[src/rtl/pipe_pkg.sv]
// Shared constants and the update-priority decode for the MIPS inter-stage pipeline registers.
package pipe_pkg;

    localparam int DATA_W_DEF = 32;
    localparam int LANES_DEF  = 4;
    localparam int PC_W_DEF   = 32;
    localparam int EXC_W_DEF  = 5;
    localparam int PERF_W     = 32;

    localparam logic [4:0] EXC_NONE = 5'd0;
    localparam logic [4:0] EXC_INT  = 5'd0;
    localparam logic [4:0] EXC_ADEL = 5'd4;
    localparam logic [4:0] EXC_ADES = 5'd5;
    localparam logic [4:0] EXC_RI   = 5'd10;
    localparam logic [4:0] EXC_OV   = 5'd12;

    localparam int LANE_INSTR = 0;
    localparam int LANE_RS    = 1;
    localparam int LANE_RT    = 2;
    localparam int LANE_EXT   = 3;

    typedef enum logic [1:0] {
        UPD_CLEAR  = 2'd0,
        UPD_HOLD   = 2'd1,
        UPD_BUBBLE = 2'd2,
        UPD_LOAD   = 2'd3
    } upd_e;

    // Reset and flush both clear; stall outranks bubble so a stalled stage never loses its contents.
    function automatic upd_e decode_upd(input logic reset, input logic flush,
                                        input logic stall, input logic bubble);
        upd_e u;
        if (reset || flush) u = UPD_CLEAR;
        else if (stall)     u = UPD_HOLD;
        else if (bubble)    u = UPD_BUBBLE;
        else                u = UPD_LOAD;
        return u;
    endfunction

endpackage

[src/rtl/pipe_sat_counter.sv]
// Saturating event counter used for pipeline stall/bubble statistics.
module pipe_sat_counter
    import pipe_pkg::*;
(
    input  logic              clk,
    input  logic              reset,
    input  logic              en,
    output logic [PERF_W-1:0] count
);

    function automatic logic [PERF_W-1:0] sat_inc(input logic [PERF_W-1:0] v);
        return (&v) ? v : v + PERF_W'(1);
    endfunction

    logic [PERF_W-1:0] count_q;

    always_ff @(posedge clk) begin
        if (reset)
            count_q <= '0;
        else if (en)
            count_q <= sat_inc(count_q);
    end

    assign count = count_q;

endmodule

[src/rtl/pipe_stage_reg.sv]
// Generic inter-stage pipeline register with stall, bubble and flush.
// Optional stall/bubble counters are built when PIPE_STAGE_PERF_EN is defined.
module pipe_stage_reg
    import pipe_pkg::*;
#(
    parameter int DATA_W = DATA_W_DEF,
    parameter int LANES  = LANES_DEF,
    parameter int PC_W   = PC_W_DEF,
    parameter int EXC_W  = EXC_W_DEF
) (
    input  logic                    clk,
    input  logic                    reset,
    input  logic                    stall_i,
    input  logic                    bubble_i,
    input  logic                    flush_i,
    input  logic                    in_valid,
    input  logic [PC_W-1:0]         in_pc,
    input  logic                    in_bd,
    input  logic [EXC_W-1:0]        in_exc,
    input  logic [LANES*DATA_W-1:0] in_data,
    output logic                    out_valid,
    output logic [PC_W-1:0]         out_pc,
    output logic [PC_W-1:0]         out_pc8,
    output logic                    out_bd,
    output logic [EXC_W-1:0]        out_exc,
    output logic [LANES*DATA_W-1:0] out_data,
    output logic [31:0]             perf_stall,
    output logic [31:0]             perf_bubble
);

    upd_e upd;

    always_comb begin
        upd = decode_upd(reset, flush_i, stall_i, bubble_i);
    end

    logic                    vld_p0;
    logic [PC_W-1:0]         pc_p0;
    logic                    bd_p0;
    logic [EXC_W-1:0]        exc_p0;
    logic [LANES*DATA_W-1:0] data_p0;

    // Stage boundary: a bubble keeps pc/bd of the stalled instruction so EPC and BD stay correct.
    always_ff @(posedge clk) begin
        unique case (upd)
            UPD_CLEAR: begin
                vld_p0  <= 1'b0;
                pc_p0   <= '0;
                bd_p0   <= 1'b0;
                exc_p0  <= EXC_W'(EXC_NONE);
                data_p0 <= '0;
            end
            UPD_HOLD: begin
                vld_p0  <= vld_p0;
                pc_p0   <= pc_p0;
                bd_p0   <= bd_p0;
                exc_p0  <= exc_p0;
                data_p0 <= data_p0;
            end
            UPD_BUBBLE: begin
                vld_p0  <= 1'b0;
                pc_p0   <= in_pc;
                bd_p0   <= in_bd;
                exc_p0  <= EXC_W'(EXC_NONE);
                data_p0 <= '0;
            end
            UPD_LOAD: begin
                vld_p0  <= in_valid;
                pc_p0   <= in_pc;
                bd_p0   <= in_bd;
                exc_p0  <= in_valid ? in_exc : EXC_W'(EXC_NONE);
                data_p0 <= in_data;
            end
            default: begin
                vld_p0  <= 1'b0;
                pc_p0   <= '0;
                bd_p0   <= 1'b0;
                exc_p0  <= EXC_W'(EXC_NONE);
                data_p0 <= '0;
            end
        endcase
    end

    assign out_valid = vld_p0;
    assign out_pc    = pc_p0;
    assign out_bd    = bd_p0;
    assign out_exc   = exc_p0;
    assign out_data  = data_p0;
    assign out_pc8   = pc_p0 + PC_W'(8);

`ifdef PIPE_STAGE_PERF_EN
    logic stall_cnt_en;
    logic bubble_cnt_en;

    // Counters are not cleared by flush; they only see the cycles where hold/bubble actually took effect.
    assign stall_cnt_en  = (upd == UPD_HOLD);
    assign bubble_cnt_en = (upd == UPD_BUBBLE);

    pipe_sat_counter u_stall_cnt (
        .clk   (clk),
        .reset (reset),
        .en    (stall_cnt_en),
        .count (perf_stall)
    );

    pipe_sat_counter u_bubble_cnt (
        .clk   (clk),
        .reset (reset),
        .en    (bubble_cnt_en),
        .count (perf_bubble)
    );
`else
    assign perf_stall  = '0;
    assign perf_bubble = '0;
`endif

endmodule

[config.mk]
export PLATFORM = sky130hd
export DESIGN_NAME = pipe_stage_reg
export DESIGN_NICKNAME = d
export VERILOG_FILES = /design/src/rtl/pipe_pkg.sv /design/src/rtl/pipe_sat_counter.sv /design/src/rtl/pipe_stage_reg.sv
export SDC_FILE = /design/constraint.sdc
export NUM_CORES = 1
export LEC_CHECK = 0
export CAP_MARGIN = 40
export CORE_AREA = 2 2 170 172
export CTS_BUF_LIST = sky130_fd_sc_hd__clkbuf_8
export DETAILED_ROUTE_END_ITERATION = 16
export DIE_AREA = 0 0 172 174
export HOLD_SLACK_MARGIN = 0.1
export RECOVER_POWER = 50
export SLEW_MARGIN = 10
export SYNTH_ARGS = -nofsm -noshare
export SYNTH_HDL_FRONTEND = slang
export SYNTH_HIERARCHICAL = 1
export SYNTH_SLANG_ARGS = --single-unit
[constraint.sdc]
create_clock -name clk -period 7.5 [get_ports clk]
set_clock_uncertainty 0.1 [all_clocks]
set_input_delay 1.125 -clock clk [delete_from_list [all_inputs] [get_ports clk]]
set_output_delay 1.125 -clock clk [all_outputs]
set_load 0.05 [all_outputs]
==> Word-level counts from Yosys, hierarchy flattened <==
Index checks and enable logic that the tools add are counted.
{ "op_classes": {"n_addsub": 1, "n_eq_ne": 3, "muxes": 9, "n_reduce_logical": 4} }
{ "op_table": {"columns": ["cell", "count"], "rows": [
  ["$pmux W128 S2", 1],
  ["$pmux W32 S2", 1],
  ["$add A32 B4 Y32 const B", 1],
  ["$pmux W5 S2", 1],
  ["$mux W5", 1],
  ["$eq A2 B2 Y1 const B", 2],
  ["$mux W2", 2],
  ["$pmux W1 S2", 2],
  ["$reduce_or A2 Y1", 2],
  ["$eq A2 B1 Y1 const B", 1],
  ["$logic_not A2 Y1", 1],
  ["$logic_or A1 B1 Y1", 1],
  ["$mux W1", 1]
]} }
{ "word_totals": {"register_bits": 167, "inputBits": 172, "output_inout_bits": 263, "wordCells": 22} }

==> Logic depth before layout (Yosys ltp) <==
{ "logic_depth": {"depth_word": 6, "ltp_mapped": 5, "mapped_depth_nobuf": 5} }

==> Least setup slack after synthesis <==
No wires, ideal clock.
{ "synth_timing": {"path_type": "input to register", "startpoint": "in flush_i", "endpoint": "reg bd_p0, in the netlist out_bd, enable pin", "setup_ns": 1.377, "arrival_time_ns": 3.916, "required_ns": 6.023, "slack_ns": 2.107, "cell_stages": 2, "n_path_buf": 0, "cell_sequence": "nor2_1 -> nand2_1"} }
{ "synth_between": {"elab_chain_len": 3} }
{ "synth_rtl": {"columns": ["element", "line_no", "text"], "rows": [
  ["start, declared", "pipe_stage_reg.sv:15", "input logic flush_i,"],
  ["$logic_or A1 B1 Y1", "pipe_pkg.sv:33", "if (reset || flush) u = UPD_CLEAR;"],
  ["$mux W2", "pipe_pkg.sv:33", null],
  ["$eq A2 B1 Y1", "pipe_stage_reg.sv:45", "unique case (upd)"],
  ["end signal, assigned", "pipe_stage_reg.sv:56", "bd_p0 <= bd_p0;"],
  ["end signal, assigned", "pipe_stage_reg.sv:63", "bd_p0 <= in_bd;"],
  ["end signal, assigned", "pipe_stage_reg.sv:70", "bd_p0 <= in_bd;"],
  ["end, declared", "pipe_stage_reg.sv:39", "logic bd_p0;"]
]} }
Every way passes these cells.
A chain may end at the register's enable or synchronous reset.

==> Worst setup path after layout <==
{ "layout_timing": {"startpoint": "in flush_i", "endpoint": "reg data_p0[91], in the netlist out_data[91], enable pin"} }
{ "layout_between": {"elab_chain_len": 3} }
{ "layout_rtl": {"columns": ["element", "line_no", "text"], "rows": [
  ["$logic_or A1 B1 Y1", "pipe_pkg.sv:33", null],
  ["$mux W2", "pipe_pkg.sv:33", null],
  ["$eq A2 B1 Y1", "pipe_stage_reg.sv:45", null],
  ["end signal, assigned", "pipe_stage_reg.sv:58", "data_p0 <= data_p0;"],
  ["end signal, assigned", "pipe_stage_reg.sv:72", "data_p0 <= in_data;"],
  ["end, declared", "pipe_stage_reg.sv:41", "logic [LANES*DATA_W-1:0] data_p0;"]
]} }
Every way passes these cells.

==> results.sh <==
export IMPL_outcome="finished, violations left"
export IMPL_violations="max-capacitance violations, max-slew violations"
export IMPL_clockPowerShare_pct=28.8
export IMPL_grt_pass1_vias=4982
export IMPL_p_switching_uw=787.5
export IMPL_yosysUniqueCellTypes=27
export IMPL_dpl_hpwl_um=15900
export IMPL_synthFlopType="edfxtp_1"
export IMPL_arrival_ps=5520
export IMPL_grt_antenna_before_repair=5
export IMPL_wl_per_cell_um=16.15
export IMPL_yosys_top_cells_count="167 x edfxtp_1, 163 x and2_1, 67 x buf_4"
export IMPL_gp_congestion=0.7697
export IMPL_grt_remaining_overflow=0
export IMPL_grt_pass1_wl_um=30170
export IMPL_synth_enable_flop_cells=167
export IMPL_hold_class="in -> reg"
export IMPL_clockBufferDepth=2
export IMPL_synth_area_leaders="edfxtp_1 69%, and2_1 14%, buf_4 6.9%"
export IMPL_cts_resized=0
export IMPL_final_cells=1279
export IMPL_worstSetupStartpointType="primary input"
export IMPL_dp_cells=1244
export IMPL_avgSynthCellArea_um2=14.34
export IMPL_areaGrowthSynthToFinish_pct=59.27
export IMPL_fill_cells=2725
export IMPL_path_clk_slew_ps=120
export IMPL_cts_sinks=167
export IMPL_synthArstFlopShare_pct=0
export IMPL_critPathKind="in -> reg"
export IMPL_vias_per_cell=3.905
export IMPL_final_setup_tns_ps=0
export IMPL_hold_depth=2
export IMPL_post_cts_buffers=0
export IMPL_cts_tree="yes"
export IMPL_path_max_fanout=66
export IMPL_fin_nets=1052
export IMPL_core_um2=28240
export IMPL_tightest_slew_ps=3632
export IMPL_cpPeakStageDelay_ps=2590
export IMPL_die_w_um=172
export IMPL_synth_top_area_share_pct=69.26
export IMPL_synthCells=505
export IMPL_hold_path_end="out_data[33]"
export IMPL_crit_path_end_kind="flip-flop"
export IMPL_ys_seq_area_share_pct=69.26
export IMPL_yosysMostFrequentCell="edfxtp_1"
export IMPL_num_vias=4995
export IMPL_cp_slowest_cell="clkbuf_1"
export IMPL_grt_max_degree=67
export IMPL_pwr_share_seq_pct=47.8
export IMPL_slew_headroom_pct=-142.1
export IMPL_synth_seq_cells=167
export IMPL_drt_iter0_markers=192
export IMPL_grt_usage_pct=13.66
export IMPL_yosysTopAreaCell="edfxtp_1"
export IMPL_hold_slack_ps=1210
export IMPL_drv_slew=182
export IMPL_start_util_pct=25.64
export IMPL_ant_nets=0
export IMPL_crit_chain="dlygate4sd3_1 -> nor2_1 -> nand2_1 -> clkbuf_1 -> clkbuf_1"
export IMPL_final_util_pct=40.84
export IMPL_min_from="in_data[33]"
export IMPL_htreeDepth=4
export IMPL_period_needed_ps=5647
export IMPL_final_layout_size_suffix_gt1_share_pct=4.484
export IMPL_fmax_mhz=177.1
export IMPL_rsz0062_at_grt="no"
export IMPL_drc=0
export IMPL_fin_crit_sh_pct=75.30
export IMPL_first_pass_iters=4
export IMPL_switching_share_pct=34.17
export IMPL_rows=62
export IMPL_die_h_um=174
export IMPL_intPower_mw=1.517
export IMPL_syn_area_um2=7241
export IMPL_maxCapViolCount=4
export IMPL_pwr_share_comb_pct=23.4
export IMPL_portBuffers=370
export IMPL_setup_viol=0
export IMPL_ir_drop_mv=0.1072
export IMPL_cts_hold_buf=0
export IMPL_drt_wl_total_um=20660
export IMPL_cp_required_ps=7380
export IMPL_ys_warn_count=6
export IMPL_cts_buffers=17
export IMPL_top_level_ports=435
export IMPL_p_per_area_nw_per_um2=199.9
export IMPL_p_leak_nw=4.529
export IMPL_hold_viol=0
export IMPL_cts_root_buf="clkbuf_8"
export IMPL_cp_common_cell="clkbuf_1"
export IMPL_dieArea_um2=29930
[sequential cells by signal (all words and copies together) (netlist names)]
register   flops
out_bd         1
out_data     128
out_exc        5
out_pc        32
out_valid      1
[stage by stage]
step,instance area [µm²],worst slack [ps],power [mW]
4_1_cts,11590,3138,2.351
3_3_place_gp,11120,3685,1.669
2_1_floorplan,7477,2107,1.475
5_1_grt,11530,1506,2.401
3_5_place_dp,11190,3662,1.673
6_report,11530,1853,2.305
[worst max-delay path, delay by kind of cell]
| family | cells | cell delay [ps] |
|---|---|---|
| and+or+nand+nor | 2 | 660 |
| buffers and inverters | 3 | 3640 |
[metal layers]
metal	share of wire, %	GRT usage (%)
met5	0.063	0
met4	1.7	4.412
met3	9.6	6.056
met2	52	23.43
met1	37	15.07
[power by group through the flow]
stage,sequential (mW),clock (mW),combinational (mW)
after CTS,1.10,0.697,0.552
after detailed placement,1.12,0,0.551
after floorplan,1.30,0,0.171
after global placement,1.12,0,0.548
final,1.10,0.664,0.540
after global routing,1.11,0.732,0.561
[layout make-up]
class                           instances  area (µm²)  share of cell area [%]
Sequential cell                       167        5015                   43.48
Timing Repair Buffer                  377        3762                   32.62
Multi-Input combinational cell        314        1854                   16.08
Tap cell                              384       480.5                   4.166
Clock buffer                           17       234.0                   2.029
Clock inverter                         15       171.4                   1.486
Inverter                                2       7.507                 0.06510
Antenna cell                            3       7.507                 0.06510
[cell families (layout without fill, tap and decap cells)]
group         Yosys count  count (layout)  synth area share [%]
xor+xnor               27              27                 3.266
fa+ha+maj               1               1                0.1728
buf+inv                87             411                 8.191
flops                 167             167                 69.26
other cells             1              67               0.05179
simple gates          222             222                 19.06
[worst max-delay path by stage]
stage	end	startpoint
after CTS	out_pc8[13]	out_pc[3]
after detailed placement	out_pc8[13]	out_pc[3]
after global routing	out_data[74]	flush_i
final	out_data[91]	flush_i
after global placement	out_pc8[13]	out_pc[3]
after floorplan	out_bd	flush_i
[cells in the final DEF, fill, tap and decap left out, drive strengths merged]
master / instances
nand4: 8
and3: 9
nor4: 3
conb: 64
or2: 1
xor2: 6
nand2: 12
dlygate4sd3: 47
clkinv: 6
nor3: 5
nand3: 13
buf: 2
inv: 11
edfxtp: 167
and2: 163
diode: 3
and4: 1
nand2b: 1
ha: 1
clkbuf: 22
xnor2: 21
nor2: 6
clkdlybuf4s50: 323
(Power assumes the default switching activity.)
